[config.mk]
export PLATFORM = sky130hd
export DESIGN_NAME = pid_out_clamp_frame
export DESIGN_NICKNAME = d
export VERILOG_FILES = /design/src/rtl/pid_out_clamp_frame_pkg.sv /design/src/rtl/pid_out_clamp_frame_fp64_clamp.sv /design/src/rtl/pid_out_clamp_frame.sv
export SDC_FILE = /design/constraint.sdc
export NUM_CORES = 1
export LEC_CHECK = 0
export ABC_CLOCK_PERIOD_IN_PS = 31100
export CORE_MARGIN = 8
export CORE_UTILIZATION = 55
export DETAILED_ROUTE_END_ITERATION = 10
export PLACE_DENSITY_LB_ADDON = 0.15
export SYNTH_ARGS = -nofsm -noshare
export SYNTH_HDL_FRONTEND = slang
export SYNTH_SLANG_ARGS = --single-unit
[constraint.sdc]
create_clock -name clk -period 31.1 [get_ports clk]
set_input_delay 4.665 -clock clk [delete_from_list [all_inputs] [get_ports clk]]
set_output_delay 4.665 -clock clk [all_outputs]
set_load 0.01 [all_outputs]
[src/rtl/pid_out_clamp_frame_pkg.sv]
// Shared FP64 helpers for the PID output limiter stages: constants, an order key and a NaN test.
// The NaN macro lives at file scope so every file that imports the package can use it.
`ifndef FP64_IS_NAN
`define FP64_IS_NAN(x) ((x[62:52] == 11'h7FF) && (x[51:0] != 52'h0))
`endif

package pid_out_clamp_frame_pkg;

  typedef logic [63:0] fp64_t;

  localparam fp64_t FP64_ONE  = 64'h3FF0_0000_0000_0000;
  localparam fp64_t FP64_ZERO = 64'h0000_0000_0000_0000;

  // Maps a double onto an unsigned key whose ordering matches the numeric ordering (-0.0 < +0.0).
  function automatic fp64_t fp64_key(input fp64_t x);
    fp64_key = x[63] ? ~x : {1'b1, x[62:0]};
  endfunction

endpackage

[src/rtl/pid_out_clamp_frame_fp64_clamp.sv]
// Two-stage FP64 limiter: stage 1 registers the sample and its order key, stage 2 selects
// the sample or a limit and flags which side saturated. NaN always goes to LIM_LO.
module fp64_clamp
  import pid_out_clamp_frame_pkg::*;
#(
  parameter int unsigned      WIDTH  = 64,
  parameter logic [WIDTH-1:0] LIM_HI = FP64_ONE,
  parameter logic [WIDTH-1:0] LIM_LO = FP64_ZERO
) (
  input  logic             clk,
  input  logic             rst_user,
  input  logic             in_vld,
  input  logic [WIDTH-1:0] in_x,
  output logic             out_vld,
  output logic [WIDTH-1:0] out_y,
  output logic             out_hi,
  output logic             out_lo
);

  localparam fp64_t KEY_HI = fp64_key(LIM_HI);
  localparam fp64_t KEY_LO = fp64_key(LIM_LO);

  logic             vld1_r;
  logic [WIDTH-1:0] x1_r;
  fp64_t            key1_r;
  logic             nan1_r;
  logic [WIDTH-1:0] sel_y_s;
  logic             sel_hi_s;
  logic             sel_lo_s;
  logic             vld2_r;
  logic [WIDTH-1:0] y2_r;
  logic             hi2_r;
  logic             lo2_r;

  // Stage 1: capture sample, valid, order key and NaN class.
  always_ff @(posedge clk or posedge rst_user) begin
    if (rst_user) begin
      vld1_r <= 1'b0;
      x1_r   <= {WIDTH{1'b0}};
      key1_r <= 64'h0;
      nan1_r <= 1'b0;
    end else begin
      vld1_r <= in_vld;
      x1_r   <= in_x;
      key1_r <= fp64_key(in_x);
      nan1_r <= `FP64_IS_NAN(in_x);
    end
  end

  // Stage 2 select: NaN is checked first because a positive NaN keys above every number.
  always_comb begin
    sel_y_s  = x1_r;
    sel_hi_s = 1'b0;
    sel_lo_s = 1'b0;
    if (nan1_r) begin
      sel_y_s  = LIM_LO;
      sel_lo_s = 1'b1;
    end else if (key1_r > KEY_HI) begin
      sel_y_s  = LIM_HI;
      sel_hi_s = 1'b1;
    end else if (key1_r < KEY_LO) begin
      sel_y_s  = LIM_LO;
      sel_lo_s = 1'b1;
    end else begin
      sel_y_s  = x1_r;
    end
  end

  // Stage 2 register.
  always_ff @(posedge clk or posedge rst_user) begin
    if (rst_user) begin
      vld2_r <= 1'b0;
      y2_r   <= {WIDTH{1'b0}};
      hi2_r  <= 1'b0;
      lo2_r  <= 1'b0;
    end else begin
      vld2_r <= vld1_r;
      y2_r   <= sel_y_s;
      hi2_r  <= sel_hi_s;
      lo2_r  <= sel_lo_s;
    end
  end

  assign out_vld = vld2_r;
  assign out_y   = y2_r;
  assign out_hi  = hi2_r;
  assign out_lo  = lo2_r;

endmodule

[src/rtl/pid_out_clamp_frame.sv]
// Clamps the time-multiplexed PID output per turbine and assembles it into a channel frame
// with a registered random-access read port, frame completion pulse and saturation flags.
module pid_out_clamp_frame
  import pid_out_clamp_frame_pkg::*;
#(
  parameter int unsigned      WIDTH  = 64,
  parameter int unsigned      N_CH   = 8,
  parameter int unsigned      IDX_W  = 8,
  parameter logic [WIDTH-1:0] LIM_HI = 64'h3FF0_0000_0000_0000,
  parameter logic [WIDTH-1:0] LIM_LO = 64'h0000_0000_0000_0000
) (
  input  logic             clk,
  input  logic             rst_user,
  input  logic             in_ena,
  input  logic [WIDTH-1:0] y_in,
  input  logic [IDX_W-1:0] rd_idx,
  output logic [WIDTH-1:0] rd_data,
  output logic [IDX_W-1:0] ch_idx,
  output logic             frame_done,
  output logic             sat_hi,
  output logic             sat_lo,
  output logic [15:0]      frame_cnt
);

  localparam int unsigned CH_W = (N_CH > 1) ? $clog2(N_CH) : 1;
  localparam logic [0:0]  ST_IDLE    = 1'b0;
  localparam logic [0:0]  ST_COLLECT = 1'b1;

  logic             cl_vld_s;
  logic [WIDTH-1:0] cl_y_s;
  logic             cl_hi_s;
  logic             cl_lo_s;
  logic [0:0]       state_r;
  logic [0:0]       state_nx_s;
  logic             first_s;
  logic             last_s;
  logic [IDX_W-1:0] ch_idx_r;
  logic             frame_done_r;
  logic             sat_hi_r;
  logic             sat_lo_r;
  logic [15:0]      frame_cnt_r;
  logic [WIDTH-1:0] rd_data_r;
  logic [WIDTH-1:0] frame_buf_r [N_CH];

  fp64_clamp #(
    .WIDTH  (WIDTH),
    .LIM_HI (LIM_HI),
    .LIM_LO (LIM_LO)
  ) u_clamp (
    .clk      (clk),
    .rst_user (rst_user),
    .in_vld   (in_ena),
    .in_x     (y_in),
    .out_vld  (cl_vld_s),
    .out_y    (cl_y_s),
    .out_hi   (cl_hi_s),
    .out_lo   (cl_lo_s)
  );

  // Frame position decode and next state.
  always_comb begin
    first_s    = (state_r == ST_IDLE);
    last_s     = (ch_idx_r == IDX_W'(N_CH - 1));
    state_nx_s = state_r;
    case (state_r)
      ST_IDLE: begin
        if (cl_vld_s && !last_s) state_nx_s = ST_COLLECT;
        else                     state_nx_s = ST_IDLE;
      end
      ST_COLLECT: begin
        if (cl_vld_s && last_s) state_nx_s = ST_IDLE;
        else                    state_nx_s = ST_COLLECT;
      end
      default: state_nx_s = ST_IDLE;
    endcase
  end

  // Channel counter, completion pulse and per-frame sticky flags (cleared by the frame's first write).
  always_ff @(posedge clk or posedge rst_user) begin
    if (rst_user) begin
      state_r      <= ST_IDLE;
      ch_idx_r     <= {IDX_W{1'b0}};
      frame_done_r <= 1'b0;
      sat_hi_r     <= 1'b0;
      sat_lo_r     <= 1'b0;
      frame_cnt_r  <= 16'h0000;
    end else begin
      state_r      <= state_nx_s;
      frame_done_r <= cl_vld_s && last_s;
      if (cl_vld_s) begin
        ch_idx_r <= last_s ? {IDX_W{1'b0}} : ch_idx_r + IDX_W'(1);
        sat_hi_r <= first_s ? cl_hi_s : (sat_hi_r | cl_hi_s);
        sat_lo_r <= first_s ? cl_lo_s : (sat_lo_r | cl_lo_s);
        if (last_s) frame_cnt_r <= frame_cnt_r + 16'd1;
      end
    end
  end

  // Frame buffer write.
  always_ff @(posedge clk or posedge rst_user) begin
    if (rst_user) begin
      for (int i = 0; i < int'(N_CH); i++) frame_buf_r[i] <= {WIDTH{1'b0}};
    end else if (cl_vld_s) begin
      frame_buf_r[ch_idx_r[CH_W-1:0]] <= cl_y_s;
    end
  end

  // Registered read port; reads the pre-write contents, out-of-range addresses return zero.
  always_ff @(posedge clk or posedge rst_user) begin
    if (rst_user) begin
      rd_data_r <= {WIDTH{1'b0}};
    end else if (rd_idx < IDX_W'(N_CH)) begin
      rd_data_r <= frame_buf_r[rd_idx[CH_W-1:0]];
    end else begin
      rd_data_r <= {WIDTH{1'b0}};
    end
  end

  assign rd_data    = rd_data_r;
  assign ch_idx     = ch_idx_r;
  assign frame_done = frame_done_r;
  assign sat_hi     = sat_hi_r;
  assign sat_lo     = sat_lo_r;
  assign frame_cnt  = frame_cnt_r;

endmodule

## After elaboration in Yosys (flattened, before gate mapping)

Index checks and enable logic that the tools add are counted.

| operators by class | value |
|---|---|
| add/subtract/negate cells | 2 |
| order comparisons | 6 |
| eq/ne operators | 2 |
| multiplexer cells | 22 |
| bitwise operators | 6 |
| reduce and logical (&&, ||, !) cells | 7 |

Operator list:

| kind | count |
|---|---|
| bitwise mux 512 bit | 1 |
| two-way mux 64 bit | 8 |
| binary-select mux 64 bit (select 3 bit) | 1 |
| demux 64 bit (select 3 bit) | 1 |
| greater-than comparator 64 bit (second input constant) | 1 |
| < comparator 64 bit (second input constant) | 1 |
| inverter 64 bit | 1 |
| nonzero test 52 bit | 1 |
| adder 16 x 1 -> 16 bit (second input constant) | 1 |
| equality test 11 bit (second input constant) | 1 |
| two-way mux 1 bit | 9 |
| adder 8 x 1 -> 8 bit (second input constant) | 1 |
| equality test 8 x 3 -> 1 bit (second input constant) | 1 |
| greater-or-equal comparator 4 bit (second input constant) | 2 |
| < comparator 8 x 4 -> 1 bit (second input constant) | 1 |
| two-way mux 8 bit | 1 |
| inverter 3 -> 4 bit | 2 |
| logical AND 1 bit | 4 |
| < comparator 4 x 1 -> 1 bit (second input constant) | 1 |
| bitwise OR 1 bit | 2 |
| case mux 1 bit (2 select lines) | 1 |
| AND reduction 2 bit | 1 |
| zero test 1 bit | 1 |
| inverter 1 bit | 1 |

| storage, ports and cells | value |
|---|---|
| bits in registers | 801 |
| input port bits | 75 |
| output and inout port bits | 91 |

## Logic depth before layout (Yosys ltp)

| depth | value |
|---|---|
| word-level depth | 6 |
| mapped depth | 6 |

## Hierarchy

From an unflattened synthesis, not the netlist that was laid out.

| unflattened totals | value |
|---|---|
| cells, all modules | 1970 |
| area, all modules | 32880.3 sq um |

Modules (own cells, without submodules):

| module | times used | cells each | area an instance (sq um) |
|---|---|---|---|
| pid_out_clamp_frame | 1 | 1562 | 26131.3 |
| fp64_clamp | 1 | 408 | 6749.0 |

## Least setup slack after synthesis

OpenSTA, ideal clock, no wires.

| path | value |
|---|---|
| path type | input-to-reg |
| start | input port rd_idx[0] |
| end | register rd_data_r[43], in the netlist rd_data[43] |
| arrival | 5.936 ns |
| data required time | 30.968 ns |
| slack | 25.032 ns |
| stages on the path | 5 |
| cells stage by stage | buf_2 > buf_2 > mux4_2 > mux2i_1 > nor2_1 |

| on the way | value |
|---|---|
| longest elaborated chain between the ends | 5 |

RTL lines:

| item | RTL line | text |
|---|---|---|
| start, declared | pid_out_clamp_frame.sv:16 | `input logic [IDX_W-1:0] rd_idx,` |
| inverter 3 -> 4 bit (implied by the code) | pid_out_clamp_frame.sv:113 | `rd_data_r <= frame_buf_r[rd_idx[CH_W-1:0]];` |
| binary-select mux 64 bit (select 3 bit) | pid_out_clamp_frame.sv:113 |  |
| two-way mux 64 bit (implied by the code) (2 in series) | pid_out_clamp_frame.sv:113 |  |
| two-way mux 64 bit (*) | pid_out_clamp_frame.sv:112 | `end else if (rd_idx < IDX_W'(N_CH)) begin` |
| end signal, assigned | pid_out_clamp_frame.sv:111 | `rd_data_r <= {WIDTH{1'b0}};` |
| end signal, assigned | pid_out_clamp_frame.sv:113 |  |
| end signal, assigned | pid_out_clamp_frame.sv:115 | `rd_data_r <= {WIDTH{1'b0}};` |
| end, declared | pid_out_clamp_frame.sv:42 | `logic [WIDTH-1:0] rd_data_r;` |

Every way passes the cells marked *; elsewhere a longest branch is shown, timed or not. The select of a mux whose other input is x is not followed.
A chain may end at the register's enable or synchronous reset.

==> flow_summary.toml <==
[logic_synthesis]
ys.flop_type = "dfrtp_1"
synth_area_leader_cell = "dfrtp_1"
syn_inst = 1967
async_flop_share = 1.00
yosys_warnings = 0
synth_common_cells = "dfrtp_1 (801), mux2_2 (505), mux4_2 (128), nor2_1 (74), xor2_1 (73)"
syn_avg_cell_area_um2 = 16.5
synth-seq-area-share = 0.618
syn_nets = 2044
synth_area_leaders = "dfrtp_1 (62%), mux2_2 (18%), mux4_2 (8.9%)"
synth.distinct_cells = 38
netlist_area_um2 = 32400
post-synth-top-count-cell = "dfrtp_1"
synth_seq_cells = 801
synth_edf_count = 0
yosysTopAreaCellShare = 0.618

[clocking]
cts_setup_buffers = 0
clk_latency_ns = 0.62
clk_pin_slew_ns = 0.06
cts_root_buffer = "clkbuf_16"
cts-resized-gates = 0
cts_tree = "built"
postCtsHoldBufs = 0
htree_levels = 3
cts_sinks = 801
clockBufferDepth = 3
cts_made_buffers = 83

[worst_setup_path]
criticalPathCategory = "in -> async"
r2r_slack_ns = 27.46
critPathLaunchType = "primary input"
crit_start = "rst_user"
path_max_fanout = 136
end_kind = "async pin"
worstPathRequired_ns = 31.69
timing.rr.end = "frame_buf_r[215]"
cp_data_arrival_time_ns = 8.60
reg2reg_depth = 5
endpoint = "u_clamp.out_y[27]"
timing.rr.start = "u_clamp.out_vld"

[power_and_ir_drop]
powerDensity_nw_per_um2 = 81.6
power_mw = 3.05
p_leak_nw = 17.2
ir_drop_uv = 46.0

[drt]
routed_wl_mm = 71.3
antenna_left = 0
num_vias = 17250
drt_iter0_markers = 1008
drt_pass1_iterations = 5
wl_per_cell_um = 24.0
vias_per_cell = 5.81
drc = 0

[sta]
finalHoldViolCount = 0
clock_skew_ns = 0.0208
rsz0062_at_grt = "no"
setup_tns_ns = 0
maxSlewViolCount = 0
fin_crit_sh = 0.258
setup_viol = 0
tightest_slew_ns = 1.12
post-route-min-period_ns = 8.01
timing.fmax_mhz = 125
slew_headroom = 0.253

[run_status]
outcome = "finished, final reports clean"

[cells_and_area]
final_nets = 2206
drive_gt1_frac = 0.393
syn_to_final_growth_pct = 15.2
n_fill_cell = 4225

[job]
maxCapViolations = 0

[placed_design]
gp_routability_congestion = 0.759
dp_hpwl_mm = 41.6
portBuffers = 165

[floorplanning]
core_um2 = 58700
fp.dieW_um = 259
die-area_um2 = 67000
initial_core_util = 0.553
fp.dieH_um = 259
fp-row-count = 89
io_pins = 166

[global_routing]
grt_pass1_wl_mm = 114
grt_overflow_total = 0
grt_use_total = 0.219
first_global_vias = 18929
antenna_found_initial = 3
grt_max_degree = 166

[min_path]
hp-class = "reg -> reg"
layer usage:
layer  vias up  routed length [um]  GRT usage  share of wire
li1       7463                   -          -              -
met1      9391               32300      0.312           0.45
met2       308               35100      0.352           0.49
met3        86                2870     0.0354          0.040
met4         2                1090     0.0541          0.015
met5         -                  13          0        0.00018
metrics by stage:
stage	instances	hold slack [ns]	utilization	worst slack [ns]	instance area, um^2
floorplan	1967	0.331	-	3.94	32400
global placement	2817	0.339	0.592	22.39	34700
detailed placement	2817	0.336	0.592	22.27	34700
CTS	2966	0.355	0.637	22.93	37400
global route	2967	0.370	0.637	22.39	37400
finish	2968	0.352	0.637	23.09	37400
cell families after synthesis:
family | synth area share
flip-flops | 0.618
AO/OA/AOI/OAI | 0.00482
buffers and inverters | 0.0199
multiplexers | 0.287
adder cells (fa/ha/maj) | 0.000771
AND/OR/NAND/NOR | 0.0470
XOR/XNOR | 0.0227
registers in the layout, summed over array words and instances, names as in the netlist, 8 cells and up, named ones only:
| register | count |
|---|---|
| u_clamp.x1_r | 64 |
| frame_buf_r | 512 |
| rd_data | 64 |
| frame_cnt | 16 |
| ch_idx | 8 |
| u_clamp.out_y | 64 |
| u_clamp.key1_r | 64 |
report_power, final:
part	total, mW	leakage [nW]	internal [mW]	switching (mW)
Sequential	1.48	10.5	1.33	0.151
Combinational	0.615	5.39	0.383	0.232
Clock	0.959	1.31	0.559	0.400
Total	3.05	17.2	2.27	0.783
how the worst min path moves through the flow:
stage                     slack [ns]      startpoint  cells after the start              end
after floorplan                 0.33  u_clamp.vld1_r                      0  u_clamp.out_vld
after global placement          0.34  u_clamp.vld1_r                      0  u_clamp.out_vld
after detailed placement        0.34  u_clamp.vld1_r                      0  u_clamp.out_vld
after CTS                       0.35  u_clamp.vld1_r                      0  u_clamp.out_vld
after global routing            0.37  u_clamp.vld1_r                      0  u_clamp.out_vld
final                           0.35  u_clamp.vld1_r                      0  u_clamp.out_vld
area by class of cell:
class / instances / area [um^2] / share of cell area
tap: 773 / 967 / 0.0259
multi-input combinational: 1039 / 11800 / 0.315
antenna: 2 / 5.00 / 0.000134
inverter: 5 / 26.3 / 0.000703
clock buffer: 126 / 2440 / 0.0653
timing repair buffer: 199 / 1920 / 0.0512
sequential: 801 / 20000 / 0.536
clock inverter: 23 / 198 / 0.00529
critical path: stages:
cell and delay (ns):
clkdlybuf4s50_1 0.49, inv_8 0.64, buf_4 0.78, buf_4 0.88, buf_4 0.91
layout by cell type (no fill, tap or decap), drive strengths merged, types with 14 or more instances in the layout:
cell type / netlist / routed
nor2: 74 / 74
mux4: 128 / 128
clkinv: 0 / 15
clkdlybuf4s50: 0 / 161
nand4: 15 / 15
mux2i: 64 / 64
mux2: 514 / 514
clkbuf: 32 / 127
dfrtp: 801 / 801
buf: 90 / 37
nor3b: 56 / 56
nor4: 29 / 29
nand2: 14 / 14
xor2: 73 / 73
Note: power is estimated with default switching activity, not from simulation.
